## config.mk

```make
export PLATFORM = sky130hd
export DESIGN_NAME = cylindrical_voxel_writer
export DESIGN_NICKNAME = d
export VERILOG_FILES = /design/src/rtl/voxel_pkg.sv /design/src/rtl/point_fifo.sv /design/src/rtl/cylindrical_voxel_writer.sv
export SDC_FILE = /design/constraint.sdc
export NUM_CORES = 1
export LEC_CHECK = 0
export ABC_AREA = 1
export CAP_MARGIN = 20
export CORE_AREA = 10 10 268 167
export CTS_BUF_LIST = sky130_fd_sc_hd__clkbuf_4
export CTS_CLUSTER_SIZE = 12
export DETAILED_ROUTE_END_ITERATION = 8
export DIE_AREA = 0 0 278 177
export GPL_TIMING_DRIVEN = 0
export SYNTH_ARGS = -nofsm -noshare
export SYNTH_HDL_FRONTEND = slang
export SYNTH_SLANG_ARGS = --single-unit
```

## constraint.sdc

```tcl
create_clock -name clk_in -period 7.55 [get_ports clk_in]
set_clock_uncertainty 0.15 [all_clocks]
set_input_delay 1.8875 -clock clk_in [delete_from_list [all_inputs] [get_ports clk_in]]
set_output_delay 1.8875 -clock clk_in [all_outputs]
set_load 0.01 [all_outputs]
```

## src/rtl/voxel_pkg.sv

```systemverilog
// Shared defaults, voxel address/mask types and FSM states for the cylindrical voxel writer.
package voxel_pkg;

   localparam int DEF_SLICE_BITS  = 6;
   localparam int DEF_RADIUS_BITS = 5;
   localparam int DEF_Z_BITS      = 5;
   localparam int DEF_ADDR_W      = DEF_SLICE_BITS + DEF_RADIUS_BITS;
   localparam int DEF_WORD_W      = 2**DEF_Z_BITS;

   typedef logic [DEF_ADDR_W-1:0] voxel_addr_t;
   typedef logic [DEF_WORD_W-1:0] voxel_mask_t;

   typedef enum logic [1:0] {
      IDLE  = 2'd0,
      RUN   = 2'd1,
      CLEAR = 2'd2
   } writer_state_t;

endpackage

```

## src/rtl/point_fifo.sv

```systemverilog
// point_fifo: synchronous FIFO holding quantized points ahead of the read-modify-write pipeline.
// Latency: a pushed entry is visible at head the cycle after the push.
// Backpressure: none upstream; a push while full is refused unless a pop frees the slot that same cycle.
module point_fifo #(
   parameter int WIDTH = 8,
   parameter int DEPTH = 8
) (
   input  logic             clk_in,
   input  logic             rst_in,
   input  logic             push,
   input  logic [WIDTH-1:0] push_data,
   input  logic             pop,
   output logic [WIDTH-1:0] head,
   output logic             empty,
   output logic             full,
   output logic             push_ok
);

   localparam int PW = $clog2(DEPTH);

   logic [WIDTH-1:0] mem [DEPTH];
   logic [PW:0]      wr_ptr;
   logic [PW:0]      rd_ptr;
   logic             do_pop;

   // Extra pointer bit distinguishes full from empty when the indices match.
   assign empty   = (wr_ptr == rd_ptr);
   assign full    = (wr_ptr[PW] != rd_ptr[PW]) && (wr_ptr[PW-1:0] == rd_ptr[PW-1:0]);
   assign do_pop  = pop && !empty;
   assign push_ok = push && (!full || do_pop);
   assign head    = mem[rd_ptr[PW-1:0]];

   always_ff @(posedge clk_in) begin
      if (rst_in) begin
         wr_ptr <= '0;
         rd_ptr <= '0;
      end else begin
         if (push_ok) wr_ptr <= wr_ptr + (PW+1)'(1);
         if (do_pop)  rd_ptr <= rd_ptr + (PW+1)'(1);
      end
   end

   always_ff @(posedge clk_in) begin
      if (push_ok) mem[wr_ptr[PW-1:0]] <= push_data;
   end

endmodule

```

## src/rtl/cylindrical_voxel_writer.sv

```systemverilog
// cylindrical_voxel_writer: quantizes converter points to voxels and ORs their z bit into the frame buffer; VOXEL_WRITER_COUNT_EN adds point_count.
// Latency: data_ready in N -> mem_rd_en in N+1 -> mem_wr_en in N+1+RAM_LATENCY; clear sweep takes one cycle per word.
// Backpressure: none upstream; points queue in a FIFO while busy and are dropped (sticky overflow) when it is full.
module cylindrical_voxel_writer
   import voxel_pkg::*;
#(
   parameter int SLICE_BITS  = DEF_SLICE_BITS,
   parameter int RADIUS_BITS = DEF_RADIUS_BITS,
   parameter int Z_BITS      = DEF_Z_BITS,
   parameter int RAM_LATENCY = 2,
   parameter int FIFO_DEPTH  = 8
) (
   input  logic                              clk_in,
   input  logic                              rst_in,
   input  logic [7:0]                        theta,
   input  logic [7:0]                        radius,
   input  logic [7:0]                        z,
   input  logic                              data_ready,
   input  logic                              clear_in,
   output logic                              busy,
   output logic                              overflow,
   output logic                              mem_rd_en,
   output logic [SLICE_BITS+RADIUS_BITS-1:0] mem_rd_addr,
   input  logic [2**Z_BITS-1:0]              mem_rd_data,
   output logic                              mem_wr_en,
   output logic [SLICE_BITS+RADIUS_BITS-1:0] mem_wr_addr,
   output logic [2**Z_BITS-1:0]              mem_wr_data
`ifdef VOXEL_WRITER_COUNT_EN
   ,
   output logic [15:0]                       point_count
`endif
);

   localparam int AW = SLICE_BITS + RADIUS_BITS;
   localparam int WW = 2**Z_BITS;
   localparam int EW = AW + WW;
   localparam logic [AW-1:0]          LAST_ADDR  = '1;
   localparam logic [RAM_LATENCY-1:0] LAST_STAGE = RAM_LATENCY'(1) << (RAM_LATENCY-1);

   writer_state_t state, state_nxt;

   logic [AW-1:0] clr_addr;
   logic          clr_pend;
   logic          clr_start;
   logic          clear_req;

   logic [AW-1:0] in_addr;
   logic [WW-1:0] in_mask;
   logic [EW-1:0] fifo_head;
   logic [AW-1:0] head_addr;
   logic [WW-1:0] head_mask;
   logic          fifo_empty;
   logic          fifo_full;
   logic          push_ok;

   logic          issue;
   logic          hazard;
   logic          drained;
   logic          retire;

   logic [RAM_LATENCY-1:0] pipe_vld;
   logic [AW-1:0]          pipe_addr [RAM_LATENCY];
   logic [WW-1:0]          pipe_mask [RAM_LATENCY];

   logic unused_lsbs;
   assign unused_lsbs = ^{theta, radius, z, fifo_full};

   always_comb begin
      in_addr = {theta[7 -: SLICE_BITS], radius[7 -: RADIUS_BITS]};
      in_mask = WW'(1) << z[7 -: Z_BITS];
   end

   point_fifo #(
      .WIDTH (EW),
      .DEPTH (FIFO_DEPTH)
   ) u_fifo (
      .clk_in    (clk_in),
      .rst_in    (rst_in),
      .push      (data_ready),
      .push_data ({in_addr, in_mask}),
      .pop       (issue),
      .head      (fifo_head),
      .empty     (fifo_empty),
      .full      (fifo_full),
      .push_ok   (push_ok)
   );

   assign head_addr = fifo_head[EW-1 -: AW];
   assign head_mask = fifo_head[WW-1:0];

   // The retiring stage counts as in flight: its write lands at this edge, so the
   // matching head may only read one cycle later.
   always_comb begin
      hazard = 1'b0;
      for (int i = 0; i < RAM_LATENCY; i++) begin
         if (pipe_vld[i] && (pipe_addr[i] == head_addr)) hazard = 1'b1;
      end
   end

   assign retire    = pipe_vld[RAM_LATENCY-1];
   assign drained   = ((pipe_vld & ~LAST_STAGE) == '0);
   assign clear_req = clear_in || clr_pend;

   always_comb begin
      state_nxt = state;
      issue     = 1'b0;
      case (state)
         CLEAR: begin
            if (!clear_in && (clr_addr == LAST_ADDR)) state_nxt = IDLE;
         end
         IDLE, RUN: begin
            if (clear_req) begin
               if (drained) state_nxt = CLEAR;
            end else begin
               issue = !fifo_empty && !hazard;
               if (!fifo_empty)          state_nxt = RUN;
               else if (pipe_vld == '0)  state_nxt = IDLE;
            end
         end
         default: state_nxt = IDLE;
      endcase
   end

   assign clr_start = (state_nxt == CLEAR) && ((state != CLEAR) || clear_in);

   always_ff @(posedge clk_in) begin
      if (rst_in) begin
         state    <= CLEAR;
         clr_addr <= '0;
         clr_pend <= 1'b0;
         overflow <= 1'b0;
         pipe_vld <= '0;
      end else begin
         state <= state_nxt;

         if (clr_start)          clr_addr <= '0;
         else if (state == CLEAR) clr_addr <= clr_addr + AW'(1);

         if (clr_start)     clr_pend <= 1'b0;
         else if (clear_in) clr_pend <= 1'b1;

         if (clear_in)                    overflow <= 1'b0;
         else if (data_ready && !push_ok) overflow <= 1'b1;

         pipe_vld[0] <= issue;
         for (int i = 1; i < RAM_LATENCY; i++) pipe_vld[i] <= pipe_vld[i-1];
      end
   end

   always_ff @(posedge clk_in) begin
      pipe_addr[0] <= head_addr;
      pipe_mask[0] <= head_mask;
      for (int i = 1; i < RAM_LATENCY; i++) begin
         pipe_addr[i] <= pipe_addr[i-1];
         pipe_mask[i] <= pipe_mask[i-1];
      end
   end

   // The FSM resets into CLEAR, so outputs are held quiet while rst_in is high.
   always_comb begin
      busy        = 1'b0;
      mem_rd_en   = 1'b0;
      mem_rd_addr = '0;
      mem_wr_en   = 1'b0;
      mem_wr_addr = '0;
      mem_wr_data = '0;
      if (!rst_in) begin
         busy = (state == CLEAR) || !fifo_empty || (pipe_vld != '0) || clr_pend;
         if (state == CLEAR) begin
            mem_wr_en   = 1'b1;
            mem_wr_addr = clr_addr;
         end else if (retire) begin
            mem_wr_en   = 1'b1;
            mem_wr_addr = pipe_addr[RAM_LATENCY-1];
            mem_wr_data = mem_rd_data | pipe_mask[RAM_LATENCY-1];
         end
         if (issue) begin
            mem_rd_en   = 1'b1;
            mem_rd_addr = head_addr;
         end
      end
   end

`ifdef VOXEL_WRITER_COUNT_EN
   always_ff @(posedge clk_in) begin
      if (rst_in || clr_start)                 point_count <= '0;
      else if (retire && (point_count != '1))  point_count <= point_count + 16'd1;
   end
`endif

endmodule

```

==> flow_metrics.py <==
metrics = {
    "route": {
        "post_drt_wl_per_cell_um": 19.3,
        "ant_nets": 0,
        "via_per_inst": 5.16,
        "drtPass1Iterations": 5,
        "vias": 12700,
        "drtIter0Drc": 1313,
        "totalWireLength_um": 47200,
        "drcViolationCount": 0,
    },
    "pwr": {
        "ir_drop_mv": 0.129,
        "powerDensity_nw_per_um2": 245,
        "p_leak_uw": 0.00794,
    },
    "placement": {
        "gp_congestion": 0.863,
        "io_buffers": 105,
        "dp_hpwl_um": 32600,
        "placedCellCount": 2248,
    },
    "synth": {
        "synth_cell_types": 38,
        "synthCells": 1596,
        "postSynthAreaPerCell_sq_um": 11.1,
        "synth_area_sq_um": 17700,
        "async_reset_ff_frac": 0,
        "yosysWarnings": 0,
        "ys_ff_latch": 458,
        "synth_ff_type": "edfxtp_1",
        "synth_edf_count": 344,
        "ys_seq_area_frac": 0.712,
        "synth_fp_nets": 1659,
    },
    "critical_path": {
        "start_kind": "input port",
        "critPathMaxStageDelay_ps": 700,
        "cp_top_family": "buffers and inverters",
        "worstSetupEndpointType": "output pin",
        "critPathMaxFanout": 11,
        "crit_top_cell": "clkdlybuf4s50_1",
        "crit_buf_inv": 4,
        "slowest_stage": "clkbuf_1",
        "reg2reg_depth": 14,
        "r2r_setup_slack_ps": 3650,
        "cp.required_ps": 5510,
        "path_cells": "clkdlybuf4s50_1 -> inv_1 -> nand3_1 -> clkbuf_1 -> o32ai_1 -> clkdlybuf4s50_1",
        "worst-setup-path-type": "input port to output pin",
        "arrival_ps": 4390,
        "r2r_end": "u_fifo.mem[2][26]$_DFFE_PP_",
    },
    "hold_path": {
        "min_to": "pipe_mask[0][42]$_DFF_P_",
        "min_from": "pipe_mask[0][10]$_DFF_P_",
        "min_path_type": "flip-flop to flip-flop",
        "hold_depth": 0,
    },
    "sta": {
        "finalHoldViolations": 0,
        "max_freq_mhz": 156,
        "worst_slew_pin_slew_ps": 972,
        "rsz0062_at_grt": "no",
        "post-route-period-util": 0.851,
        "min_period_ps": 6430,
        "setup_violations": 0,
        "report.final.slew_viol_count": 0,
        "relSlewSlack": 0.352,
        "setup_tns_ps": 0,
    },
    "run": {
        "maxCapViolCount": 0,
    },
    "global_routing": {
        "grt_pass1_vias": 12300,
        "antenna_found_initial": 2,
        "overflow": 0,
        "grt_start_max_net_pins": 27,
        "grt_pass1_wl_um": 72100,
        "grt_usage": 0.191,
    },
    "die": {
        "start_util": 0.444,
        "io_pins": 118,
        "die_height_um": 177,
        "rows": 57,
        "die_width_um": 278,
        "core-area_sq_um": 39900,
        "die_area_sq_um": 49200,
    },
    "clocking": {
        "holdBufCountCts": 0,
        "cts_tree": "built",
        "cts_root_buf": "clkbuf_4",
        "cts-buffers-inserted": 104,
        "clk_latency_ps": 830,
        "post-cts-setup-buffers": 0,
        "cts_sinks": 458,
        "cts-resized-gates": 0,
        "cts_buffer_depth": 3,
        "cts.clk_slew.worst_paths_ps": 70,
        "htreeDepth": 3,
    },
    "final_layout": {
        "post_route_cells_drive_above_1_share": 0.128,
        "layout_common_cells": "370 x nor2_1, 344 x edfxtp_1, 189 x nand2_1",
        "final_common_cell": "nor2_1",
        "area_growth_pct": 19.6,
        "nNetsFinal": 1886,
        "finalNonFillerCells": 2450,
    },
    "run_status": {
        "outcome": "complete, no violations",
    },
}
synth_stat cells (3+ instances only):
cell / n / area share
clkbuf_1: 51 / 0.011
inv_1: 111 / 0.024
a21oi_1: 17 / 0.0048
xor2_1: 8 / 0.0040
nand3_1: 75 / 0.021
a31oi_1: 32 / 0.011
nand4_1: 15 / 0.0053
o21ai_1: 5 / 0.0014
nand3_2: 7 / 0.0040
o22ai_1: 36 / 0.013
ha_1: 3 / 0.0021
dfxtp_1: 114 / 0.13
inv_2: 6 / 0.0013
buf_1: 10 / 0.0021
o21ai_0: 135 / 0.038
nand2_1: 189 / 0.040
nand2_2: 6 / 0.0021
edfxtp_1: 344 / 0.58
nor2_1: 377 / 0.080
buf_6: 6 / 0.0038
nand3b_1: 5 / 0.0021
xnor2_1: 5 / 0.0025
nor3_1: 8 / 0.0023
buf_2: 8 / 0.0023
buf_4: 6 / 0.0025
through the flow:
stage / hold WS [ps] / cell area, sq um / setup slack [ps] / util / total power [uW]
after floorplan: 160 / 17700 / 1160 / - / 3070
after global placement: 160 / 19400 / -2350 / 0.487 / 3220
after detailed placement: 162 / 19800 / 1150 / 0.495 / 3240
after CTS: 166 / 21200 / 1140 / 0.530 / 5220
after global routing: 164 / 21200 / 989 / 0.531 / 5410
final: 163 / 21200 / 1120 / 0.531 / 5190
power breakdown:
part           leakage, uW  switching, uW  internal, uW
clock network     0.000831            964          1040
registers          0.00397           33.0          2770
logic              0.00314            252           127
total              0.00794           1250          3940
routing by layer:
layer | vias up | GRT usage | share of wire
met3 | 49 | 0.0494 | 0.095
met5 | - | 0 | 0
met2 | 566 | 0.271 | 0.42
met1 | 6039 | 0.284 | 0.48
li1 | 5999 | - | -
met4 | 0 | 0.0463 | 0.011
logic make-up after synthesis:
logic type                 share of synthesized area
and+or+nand+nor                                0.161
buffers and inverters                         0.0469
AOI/OAI and AO/OA                             0.0717
adders and majority gates                    0.00212
xor gates and xnor gates                     0.00642
DFF                                            0.712
cell type report:
cell class	instances	area (sq um)
inverters	119	449
fillers	3526	18700
flip-flops and latches	458	12600
well taps	531	664
repair buffers	121	1340
multi-input cells	938	4340
plain buffers	81	382
diodes	7	17.5
clock inverters	28	141
clock buffers	167	1250
worst register-to-register path: stages, from the launching register on:
cell and delay (ps):
dfxtp_1 350, buf_1 570, nand3_1 340, nand2_1 240, inv_2 50, nand2_1 50
nand2_1 60, nand2_1 60, nor2_1 50, nand3_2 120, nand3_4 150, nand2_4 150
nand3_2 210, nor2_4 730, buf_12 310
worst max-delay path by stage:
stage,start,to,cells after the start
2_1_floorplan,clear_in,u_fifo.mem[6][0]$_DFFE_PP_,7
3_3_place_gp,clear_in,u_fifo.mem[6][5]$_DFFE_PP_,8
3_5_place_dp,rst_in,mem_wr_data[24],6
4_1_cts,rst_in,mem_wr_data[24],6
5_1_grt,rst_in,mem_wr_addr[6],6
6_report,rst_in,mem_wr_addr[4],6
registers in the layout (all words and copies together), names as in the netlist, 2 cells and up, named ones only:
| signal | flops |
|---|---|
| clr_addr | 11 |
| pipe_addr | 22 |
| state | 2 |
| pipe_vld | 2 |
| pipe_mask | 64 |
| u_fifo.mem | 344 |
| u_fifo.rd_ptr | 4 |
| u_fifo.wr_ptr | 4 |
Power figures use the tool's default switching activity.
